`src/rtl/ssd_digit_driver.sv`:
```
// Two-digit BCD up/down counter with a time-multiplexed digit scanner feeding a 7-segment decoder.
// Optional build macro SSD_BLANK_LEADING_ZERO_EN blanks the tens digit while it holds a leading zero.
//
// state    | meaning
// DIG_ONES | ones digit is being driven onto digit_x / digit_sel
// DIG_TENS | tens digit is being driven (or blanked when leading-zero blanking applies)
module ssd_digit_driver #(
  parameter int PRESCALE = 50_000_000,
  parameter int SCAN_DIV = 50_000
) (
  input  logic       clk,
  input  logic       rst_n,
  input  logic       en,
  input  logic       up,
  input  logic       clear,
  input  logic       load,
  input  logic [7:0] load_val,
  output logic [7:0] count,
  output logic [3:0] digit_x,
  output logic [1:0] digit_sel,
  output logic       carry
);

  localparam int PW = (PRESCALE > 2) ? $clog2(PRESCALE) : 1;
  localparam int SW = (SCAN_DIV > 2) ? $clog2(SCAN_DIV) : 1;
  localparam logic [PW-1:0] PRESC_MAX = PW'(PRESCALE - 1);
  localparam logic [SW-1:0] SCAN_MAX  = SW'(SCAN_DIV - 1);

  typedef enum logic {DIG_ONES = 1'b0, DIG_TENS = 1'b1} dig_t;

  logic [PW-1:0] presc_q;
  logic [SW-1:0] scan_q;
  logic          tick;
  logic          scan_wrap;
  logic [7:0]    count_q, count_nxt;
  logic          carry_nxt;
  dig_t          state_q, state_nxt;
  logic [3:0]    x_nxt;
  logic [1:0]    sel_nxt;

  function automatic logic [7:0] bcd_inc(input logic [7:0] v);
    logic [3:0] t, o;
    t = v[7:4];
    o = v[3:0];
    if (o == 4'd9) begin
      o = 4'd0;
      t = (t == 4'd9) ? 4'd0 : t + 4'd1;
    end else begin
      o = o + 4'd1;
    end
    return {t, o};
  endfunction

  function automatic logic [7:0] bcd_dec(input logic [7:0] v);
    logic [3:0] t, o;
    t = v[7:4];
    o = v[3:0];
    if (o == 4'd0) begin
      o = 4'd9;
      t = (t == 4'd0) ? 4'd9 : t - 4'd1;
    end else begin
      o = o - 4'd1;
    end
    return {t, o};
  endfunction

  // Out-of-range nibbles load as zero so the counter never leaves 00..99.
  function automatic logic [7:0] bcd_clean(input logic [7:0] v);
    logic [3:0] t, o;
    t = (v[7:4] > 4'd9) ? 4'd0 : v[7:4];
    o = (v[3:0] > 4'd9) ? 4'd0 : v[3:0];
    return {t, o};
  endfunction

  assign tick      = (presc_q == PRESC_MAX);
  assign scan_wrap = (scan_q == SCAN_MAX);

  always_ff @(posedge clk or negedge rst_n) begin
    if (!rst_n) begin
      presc_q <= '0;
    end else if (clear || tick) begin
      presc_q <= '0;
    end else begin
      presc_q <= presc_q + PW'(1);
    end
  end

  always_comb begin
    count_nxt = count_q;
    carry_nxt = 1'b0;
    if (clear) begin
      count_nxt = 8'h00;
    end else if (load) begin
      count_nxt = bcd_clean(load_val);
    end else if (tick && en) begin
      if (up) begin
        count_nxt = bcd_inc(count_q);
        carry_nxt = (count_q == 8'h99);
      end else begin
        count_nxt = bcd_dec(count_q);
        carry_nxt = (count_q == 8'h00);
      end
    end
  end

  always_ff @(posedge clk or negedge rst_n) begin
    if (!rst_n) begin
      count_q <= 8'h00;
      carry   <= 1'b0;
    end else begin
      count_q <= count_nxt;
      carry   <= carry_nxt;
    end
  end

  assign count = count_q;

  always_ff @(posedge clk or negedge rst_n) begin
    if (!rst_n) begin
      scan_q <= '0;
    end else if (scan_wrap) begin
      scan_q <= '0;
    end else begin
      scan_q <= scan_q + SW'(1);
    end
  end

  always_ff @(posedge clk or negedge rst_n) begin
    if (!rst_n) begin
      state_q <= DIG_ONES;
    end else begin
      state_q <= state_nxt;
    end
  end

  // Select and nibble are computed from the same next state so they never disagree.
  always_comb begin
    state_nxt = state_q;
    x_nxt     = count_q[3:0];
    sel_nxt   = 2'b01;
    if (scan_wrap) begin
      state_nxt = (state_q == DIG_ONES) ? DIG_TENS : DIG_ONES;
    end
    case (state_nxt)
      DIG_ONES: begin
        x_nxt   = count_q[3:0];
        sel_nxt = 2'b01;
      end
      DIG_TENS: begin
        x_nxt   = count_q[7:4];
`ifdef SSD_BLANK_LEADING_ZERO_EN
        sel_nxt = (count_q[7:4] == 4'h0) ? 2'b00 : 2'b10;
`else
        sel_nxt = 2'b10;
`endif
      end
      default: begin
        x_nxt   = count_q[3:0];
        sel_nxt = 2'b01;
      end
    endcase
  end

  always_ff @(posedge clk or negedge rst_n) begin
    if (!rst_n) begin
      digit_x   <= 4'h0;
      digit_sel <= 2'b01;
    end else begin
      digit_x   <= x_nxt;
      digit_sel <= sel_nxt;
    end
  end

endmodule

```
`config.mk`:
```
export PLATFORM = sky130hd
export DESIGN_NAME = ssd_digit_driver
export DESIGN_NICKNAME = d
export VERILOG_FILES = /design/src/rtl/ssd_digit_driver.sv
export SDC_FILE = /design/constraint.sdc
export NUM_CORES = 1
export LEC_CHECK = 0
export CORE_MARGIN = 3
export CORE_UTILIZATION = 45
export CTS_BUF_LIST = sky130_fd_sc_hd__clkbuf_8
export CTS_CLUSTER_SIZE = 30
export DETAILED_ROUTE_END_ITERATION = 8
export PLACE_DENSITY = 0.68
export SYNTH_ARGS = -nofsm -noshare
export SYNTH_HDL_FRONTEND = slang
export SYNTH_SLANG_ARGS = --single-unit
```
`constraint.sdc`:
```
create_clock -name clk -period 2.4 [get_ports clk]
set_clock_uncertainty 0.2 [all_clocks]
set_input_delay 0.24 -clock clk [delete_from_list [all_inputs] [get_ports clk]]
set_output_delay 0.24 -clock clk [all_outputs]
set_load 0.03 [all_outputs]
```
== Word level (Yosys, flattened, before mapping) ==
Index checks and enable logic that the tools add are counted.
Widths: inputs -> output; s select.

* Logic and storage cells: 53
* Register bits after elaboration: 58
* Output and inout port bits: 15
* Bits of input ports: 14

* Bitwise operators: 1
* Mux-type cells: 22
* Reduce and logical (&&, ||, !) cells: 8
* Magnitude comparators: 2
* Add/subtract/negate cells: 6
* Eq/ne operators: 6

{| class="wikitable"
|+ Operators with widths
! operator !! number
|-
| $mux 4 || 8
|-
| $mux 8 || 4
|-
| $add 26x1->26 const B || 1
|-
| $eq 26x26->1 const B || 1
|-
| $mux 26 || 1
|-
| $add 16x1->16 const B || 1
|-
| $eq 16x16->1 const B || 1
|-
| $mux 16 || 1
|-
| $add 4x1->4 const B || 2
|-
| $eq 4x4->1 const B || 2
|-
| $eq 8x8->1 const B || 1
|-
| $gt 4x4->1 const B || 2
|-
| $logic_not 4->1 || 2
|-
| $logic_not 8->1 || 1
|-
| $pmux 4 s2 || 1
|-
| $sub 4x1->4 const B || 2
|-
| $mux 1 || 6
|-
| $ne 4x1->1 const B || 1
|-
| $pmux 2 s2 || 1
|-
| $reduce_bool 4->1 || 1
|-
| $reduce_and 3->1 || 1
|-
| $reduce_bool 3->1 || 1
|-
| $logic_and 1x1->1 || 1
|-
| $logic_or 1x1->1 || 1
|-
| $not 1->1 || 1
|}

== Depth between registers and ports, before layout ==
* Depth in word-level cells: 7
* Gate-level depth with buffers: 7
* Depth with buffers taken out: 7

== Least setup slack after synthesis ==
No wires, ideal clock.

* Path kind: register to register
* Start point: reg scan_q[11]
* End point: reg digit_x[2]
* Period minus slack after synthesis: 2.334 ns
* Arrival time: 2.009 ns
* Required time: 2.075 ns
* Library setup time: 0.125 ns
* Cell stages (with the launch flop): 5
* Path slack: 0.066 ns
* Buffers on the path: 0
* Cell sequence: dfrtp_1 -> or4_4 -> nor4_4 -> xnor2_2 -> mux2_2

* Cells in the longest elaborated chain, start to end: 4

{| class="wikitable"
|+ RTL lines
! what !! RTL line !! text
|-
| start, declared || 32 || <nowiki>logic [SW-1:0] scan_q;</nowiki>
|-
| start signal, assigned || 124 || <nowiki>scan_q <= scan_q + SW'(1);</nowiki>
|-
| $eq 16x16->1 * || 76 || <nowiki>assign scan_wrap = (scan_q == SCAN_MAX);</nowiki>
|-
| $mux 1 * || 141 || <nowiki>if (scan_wrap) begin</nowiki>
|-
| $not 1->1 || 144 || <nowiki>case (state_nxt)</nowiki>
|-
| $pmux 4 s2 * || 144 ||
|-
| net x_nxt[2] || 38 || <nowiki>logic [3:0] x_nxt;</nowiki>
|-
| end signal, assigned || 169 || <nowiki>digit_x <= x_nxt;</nowiki>
|-
| end, declared || 19 || <nowiki>output logic [3:0] digit_x,</nowiki>
|}

Mark *: on every way through the listed nets, which the timed path passes. The rest lies on a longest branch.
A chain may end at the register's enable or synchronous reset.

== Final worst setup path ==
* Start point: reg scan_q[11]
* End point: reg digit_x[3]

The elaborated chain is that of the path after synthesis.

==> results.md <==
* Routed WL per cell at 14.21 microns
* Critical Path, Cell by Cell: or4_4, nor4_4, xnor2_2, mux2_2
* Filler cells at 598
* Reg clk slew, reported paths at 0.07 ns
* Syn Nets at 362
* CTS tree: built
* Setup ws final at 0.1522 ns
* Clock tree buffer depth at 2
* Clk sink count at 57
* Combinational share of power at 11.5%
* Power share of the clock group at 43.4%
* Initial Utilization at 46.65%
* Core area at 6832 sq um
* Netlist cell types at 55
* FF+latch count, synth at 57
* CP Class: reg2reg
* # nets final at 409
* Most common flop cell mapped by yosys: dfrtp_1
* Switching part of the total at 24.97%
* Drt pass-1 iters at 4
* Pwr dens at 566.5 nW/um^2
* FP Rows at 30
* Global-route wire length before repair at 12.55 mm
* Most frequent cells in the layout: dfrtp_1 (56), nor2_1 (47), clkdlybuf4s50_1 (27)
* Worst vdd ir at 305.9 uV
* Die Span X at 90.16 microns
* Seq/Total Area, Yosys at 44.80%
* Via Count at 2599
* Hold WS at 0.1888 ns
* CP Data Arrival Time at 2.27 ns
* Gpl congestion at 0.9022
* Port Buf Inserts at 28
* Total chip power at 0.002213 W
* End-of-flow core utilization at 57.18%
* Internal cell power at 0.001660 W
* Psw at 0.0005526 W
* Final hold viol count at 0
* Number of DRC markers in iteration 0 at 184
* Largest net degree at the start of global routing at 39
* Slowest cell on the critical path: or4_4
* RSZ-0062 raised after global routing: no
* Min cycle time layout at 2.248 ns
* IO Pins at 29
* Multi-input logic area at 1659 sq um
* Grt ovf at 0
* CP peak stage delay at 0.54 ns
* Max-slew violation count at 0
* Lkg Pwr at 1.697 nW
* Routed Antenna Nets at 0
* WP data required at 2.42 ns
* Area Growth Syn to Fin at 22.58%
* Outcome: finished clean
* Crit Path Max Fanout at 6
* Sequential power share at 45.1%
* Setup TNS at 0 ns
* Clock Tree Root: clkbuf_8
* EDFF count, synth at 0
* Max_cap viols at 0
* DRC at 0
* Async SR Flop Fraction at 100.0%
* Worst setup EP type: register
* Die Ht at 90.16 microns
* Htree depth at 3
* Post-synthesis cell area at 3187 sq um
* Layout cells sized above 1 at 11.03%
* CTS Buf Count at 9
* Syn. warnings at 0
* Post-DP HPWL at 4.891 mm
* Full die area at 8128 sq um
* Worst-Skew Late Latency at 0.34 ns
* Area taken by flip-flops and latches at 1428 sq um
* Inserted Diodes at 0
* Peak Freq at 0.4449 GHz
* Post-Syn Area per Cell at 9.428 sq um
* Number of global-route vias before repair at 2566
* Post-Syn Instances at 338
* Via-per-instance ratio at 5.348
* Initial antenna violation count at 0
* Crit start category: register
* Global-route usage over all layers at 18.93%
* Commonest non-fill, non-tap cell in the layout: dfrtp_1
* Type of the tightest min-delay check: in2async
* Period Utilization, post-route at 93.66%
* Worst-Margin Slew at 0.6391 ns
* Routed wire length at 6.905 mm
* Final setup viols at 0
* Relative slew margins at 57.00%
* Dpl ws at 0.1667 ns
-- flip-flops by register name (all words and copies together), names as in the netlist --
| signal | flops |
|---|---|
| digit_sel | 2 |
| carry | 1 |
| digit_x | 4 |
| scan_q | 16 |
| count | 8 |
| presc_q | 26 |
-- Yosys cell counts, types with 2 or more instances --
cell       count  area, sq um
a211oi_1       3        22.52
a21oi_1        5        25.02
a22o_1         2        17.52
a22oi_1        2        15.01
and3_1         6        37.54
and4_1         2        17.52
and4b_1        2        20.02
clkbuf_1       9        33.78
dfrtp_1       56         1401
ha_1          10        125.1
inv_1         15        56.30
mux2_2         2        22.52
mux2i_1        4        40.04
nand2_1       23        86.33
nand2b_1       5        31.28
nand3_1       23        115.1
nand4_1       16        100.1
nor2_1        47        176.4
nor3_1         8        40.04
nor4_1         3        18.77
nor4b_1        2        17.52
o2111ai_1      2        17.52
o211ai_1       3        22.52
o21ai_0       13        65.06
o22ai_1        3        18.77
o31ai_1        2        15.01
or3_1          3        18.77
or4_1          3        22.52
xnor2_1       14        122.6
xor2_1        25        219.0
-- stage by stage --
step / instance area (sq um) / instances
final: 3906 / 486
after global routing: 3906 / 486
after CTS: 3905 / 486
after detailed placement: 3685 / 469
after global placement: 3685 / 469
after floorplan: 3187 / 338
-- power groups by stage --
stage,clock [W],sequential [W],combinational [W]
floorplan,0,0.00104,0.000113
global placement,0,0.00102,0.000250
detailed placement,0,0.00102,0.000251
CTS,0.000985,0.000998,0.000254
global route,0.00103,0.00100,0.000283
finish,0.000961,0.000999,0.000254
-- cell families (layout without fill, tap and decap cells) --
| group | count (synthesis) | count (layout) | share of synthesized area [%] |
|---|---|---|---|
| compound gates | 46 | 46 | 9.855 |
| xor+xnor | 40 | 40 | 11.23 |
| fa+ha+maj | 10 | 10 | 3.926 |
| buf+inv | 26 | 78 | 3.180 |
| flops | 57 | 57 | 44.80 |
| mux | 6 | 6 | 1.963 |
| simple gates | 153 | 153 | 25.05 |
-- path summary, 6_finish.rpt --
kind                            start  slack [ns]          to  depth (start not counted)
max                        scan_q[11]        0.15  digit_x[3]                          4
min                             rst_n        0.19   scan_q[5]                          2
max reg2reg                scan_q[11]        0.15  digit_x[3]                          4
min reg2reg                presc_q[0]        0.29  presc_q[0]                          1
max in group asynchronous       rst_n        1.24  presc_q[2]                          3
min in group clk           presc_q[0]        0.29  presc_q[0]                          1
-- layer usage --
metal,up-vias,wire [microns],GRT usage [%]
li1,1294,-,-
met2,59,3084,27.69
met5,-,0,0
met4,0,155,9.056
met3,13,244,3.682
met1,1233,3421,26.91
-- critical path: cells and delay by family, from the launching register on --
family,cells,cell delay [ns]
xor+xnor,1,0.23
mux,1,0.38
simple gates,2,0.88
flops,1,0.44
-- repair_timing --
item / CTS / global route
buffers inserted: 0 / 0
hold endpoints to repair: 18 / 0
resized for setup: 0 / 1
hold buffers: 1 / 0
endpoints found under the setup margin: 0 / 1
-- cell type report --
class | count | area share [%]
sequential | 57 | 36.55
timing repair buffer | 47 | 11.08
clock inverter | 7 | 2.210
multi-input combinational | 255 | 42.47
tap | 96 | 3.075
clock buffer | 9 | 3.171
inverter | 15 | 1.441
(Power assumes the default switching activity.)
==> variant: new RTL, same flow settings <==
The option `SSD_BLANK_LEADING_ZERO_EN` is turned on by a define.
--- a/src/rtl/ssd_digit_driver.sv
+++ b/src/rtl/ssd_digit_driver.sv
@@ -4,6 +4,8 @@
 // state    | meaning
 // DIG_ONES | ones digit is being driven onto digit_x / digit_sel
 // DIG_TENS | tens digit is being driven (or blanked when leading-zero blanking applies)
+`define SSD_BLANK_LEADING_ZERO_EN
+
 module ssd_digit_driver #(
   parameter int PRESCALE = 50_000_000,
   parameter int SCAN_DIV = 50_000
Formal check against the unedited RTL: same outputs for any inputs over 10 cycles, from zero or initial values and one cycle with rst_n low; that may be too few to reach the edited logic, so the function may still have changed.
==> variant against the unedited design <==
- wire length is 0.48% higher
- combinational power fell by 5%
- design area rose by 2.5%
- largest power group unchanged
- clock power fell by 17%
- setup slack improved by 0.0037 ns
- cell count is 1.4% higher
- sequential cell count is 1 higher
- area after synthesis increased by 4.6%
- power shrank 7.0%
==> variant: results (changes against the unedited design) <==
** Clocking
- Number of clock buffers inserted by TritonCTS :: 9 (unchanged)
- The maximum count of clock buffers along a single path is 2 (unchanged).
- Clk Latency, worst-skew pair :: 0.34 ns (about the same)

** Cells and area
- Final layout net count :: 416 (was 409)
- The layout cell share with drive strength beyond 1 came to 13.4% (was 11.0%).
- The total of fill cells in the finished design came to 626 (was 598).

** Global routing
- The global routing usage on met2 came to 26.9% (was 27.7%).
- The wire length of the first global-routing pass came to 11.7 mm (was 12.6 mm).
- The number of global-route vias before repair came to 2,469 (was 2,566).
- The combined global-route utilization of all metal layers was 17.4% (was 18.9%).
- The pin count of the biggest net entering global routing was 35 (was 39).
- Met1 global-route usage :: 24.0% (was 26.9%)
- GR met3 Demand/Resource :: 4.18% (was 3.68%)

** Routing
- Detailed router's first-iteration violation count :: 147 (was 184)
- The total wirelength of the detailed-routed design came to 6.94 mm (was 6.91 mm).
- The per-cell via count in the routed design was 5.44 (was 5.35).

** Logic synthesis
- Share of synthesized area occupied by flip-flops and latches :: 43.6% (was 44.8%)
- Post-synth net total :: 368 (was 362)
- The number of distinct library cells after synthesis was 65 (was 55).
- Synth area leaders :: dfrtp_1, xor2_1, nor2_1 (unchanged)
- Top cells by count, synth: dfrtp_1, nor2_1, xor2_1, nand2_1, nand3_1 (unchanged).

** Critical path
- The logic depth of the worst register-to-register path was 7 (was 4).
- The maximum fanout along the worst path is 4 (was 6).

** Placed design
- Minimum setup slack after placement :: 0.138 ns (was 0.167 ns)
- The final weighted congestion in routability-driven placement is 0.855 (was 0.902).
- The estimated wirelength of the detail-placed design is 5.00 mm (was 4.89 mm).

** Pwr
- Internal :: 1.52 mW (was 1.66 mW)
- The leakage power total came to 1.82 nW (was 1.70 nW).
- The worst IR drop on VDD came to 0.302 mV (was 0.306 mV).

** STA
- Worst slew margin relative to its limit :: 61.8% (was 57.0%)

** Status
- Outcome :: finished, final reports clean (unchanged)

** Worst hold path
- Min-delay worst type :: input pin to asynchronous set/reset pin (unchanged)

** Floorplan
- Die Width :: 92.1 um (was 90.2 um)
[variant: changes by cell type in the layout (fill, tap and decap cells not counted), sizes merged, moves of 3 or more]
cell	unedited run	this run
xnor2	15	12
o21ai	13	7
nor3b	0	3
a211oi	3	0
a21oi	5	13
nand3	23	19
nand2	23	26
[variant: power by group through the flow]
| stage | sequential [mW] | clock, mW | combinational [mW] |
|---|---|---|---|
| 3_3_place_gp | 1.03 | 0 | 0.241 |
| 5_1_grt | 1.02 | 0.881 | 0.266 |
| 4_1_cts | 1.02 | 0.827 | 0.244 |
| 3_5_place_dp | 1.03 | 0 | 0.242 |
| 6_report | 1.02 | 0.799 | 0.242 |
| 2_1_floorplan | 1.05 | 0 | 0.115 |
[variant: per-stage QoR]
| step | cells | instance area (sq um) |
|---|---|---|
| floorplan | 344 | 3330 |
| global placement | 476 | 3820 |
| detailed placement | 476 | 3820 |
| CTS | 493 | 4000 |
| global route | 493 | 4000 |
| finish | 493 | 4000 |
[variant: worst paths after layout]
kind                                to  slack, ns  startpoint
min in group clk             scan_q[0]       0.27   scan_q[0]
max                           count[7]       0.16    count[0]
min reg2reg                  scan_q[0]       0.27   scan_q[0]
max in group asynchronous  presc_q[16]       1.19       rst_n
max reg2reg                   count[7]       0.16    count[0]
min                         scan_q[11]       0.23       rst_n
[variant: cell type report]
class	count	area share [%]
Tap cell	96	3.00
Timing Repair Buffer	48	11.0
Clock buffer	11	3.78
Inverter	12	1.13
Sequential cell	58	36.3
Clock inverter	5	0.625
Multi-Input combinational cell	263	44.2
[variant: critical path: stages (launching register included)]
cell	delay [ns]
dfrtp_1	0.37
inv_1	0.08
ha_1	0.21
or3b_2	0.45
a21oi_1	0.24
nand3_1	0.14
nand2_1	0.11
mux2_2	0.32
[variant: routing by layer]
| metal | share of wire [%] | vias to the layer above |
|---|---|---|
| li1 | - | 1319 |
| met1 | 48 | 1294 |
| met2 | 48 | 68 |
| met3 | 4.2 | 2 |
| met4 | 0.36 | 0 |
| met5 | 0 | - |
[variant: cells by family after synthesis]
logic type                 Yosys count  share of synthesized area [%]
AOI/OAI and AO/OA                   45                           9.08
xor gates and xnor gates            39                           10.8
adders and majority gates           10                           3.75
buffers and inverters               23                           3.38
DFF                                 58                           43.6
muxes                                7                           2.21
and+or+nand+nor                    162                           27.2
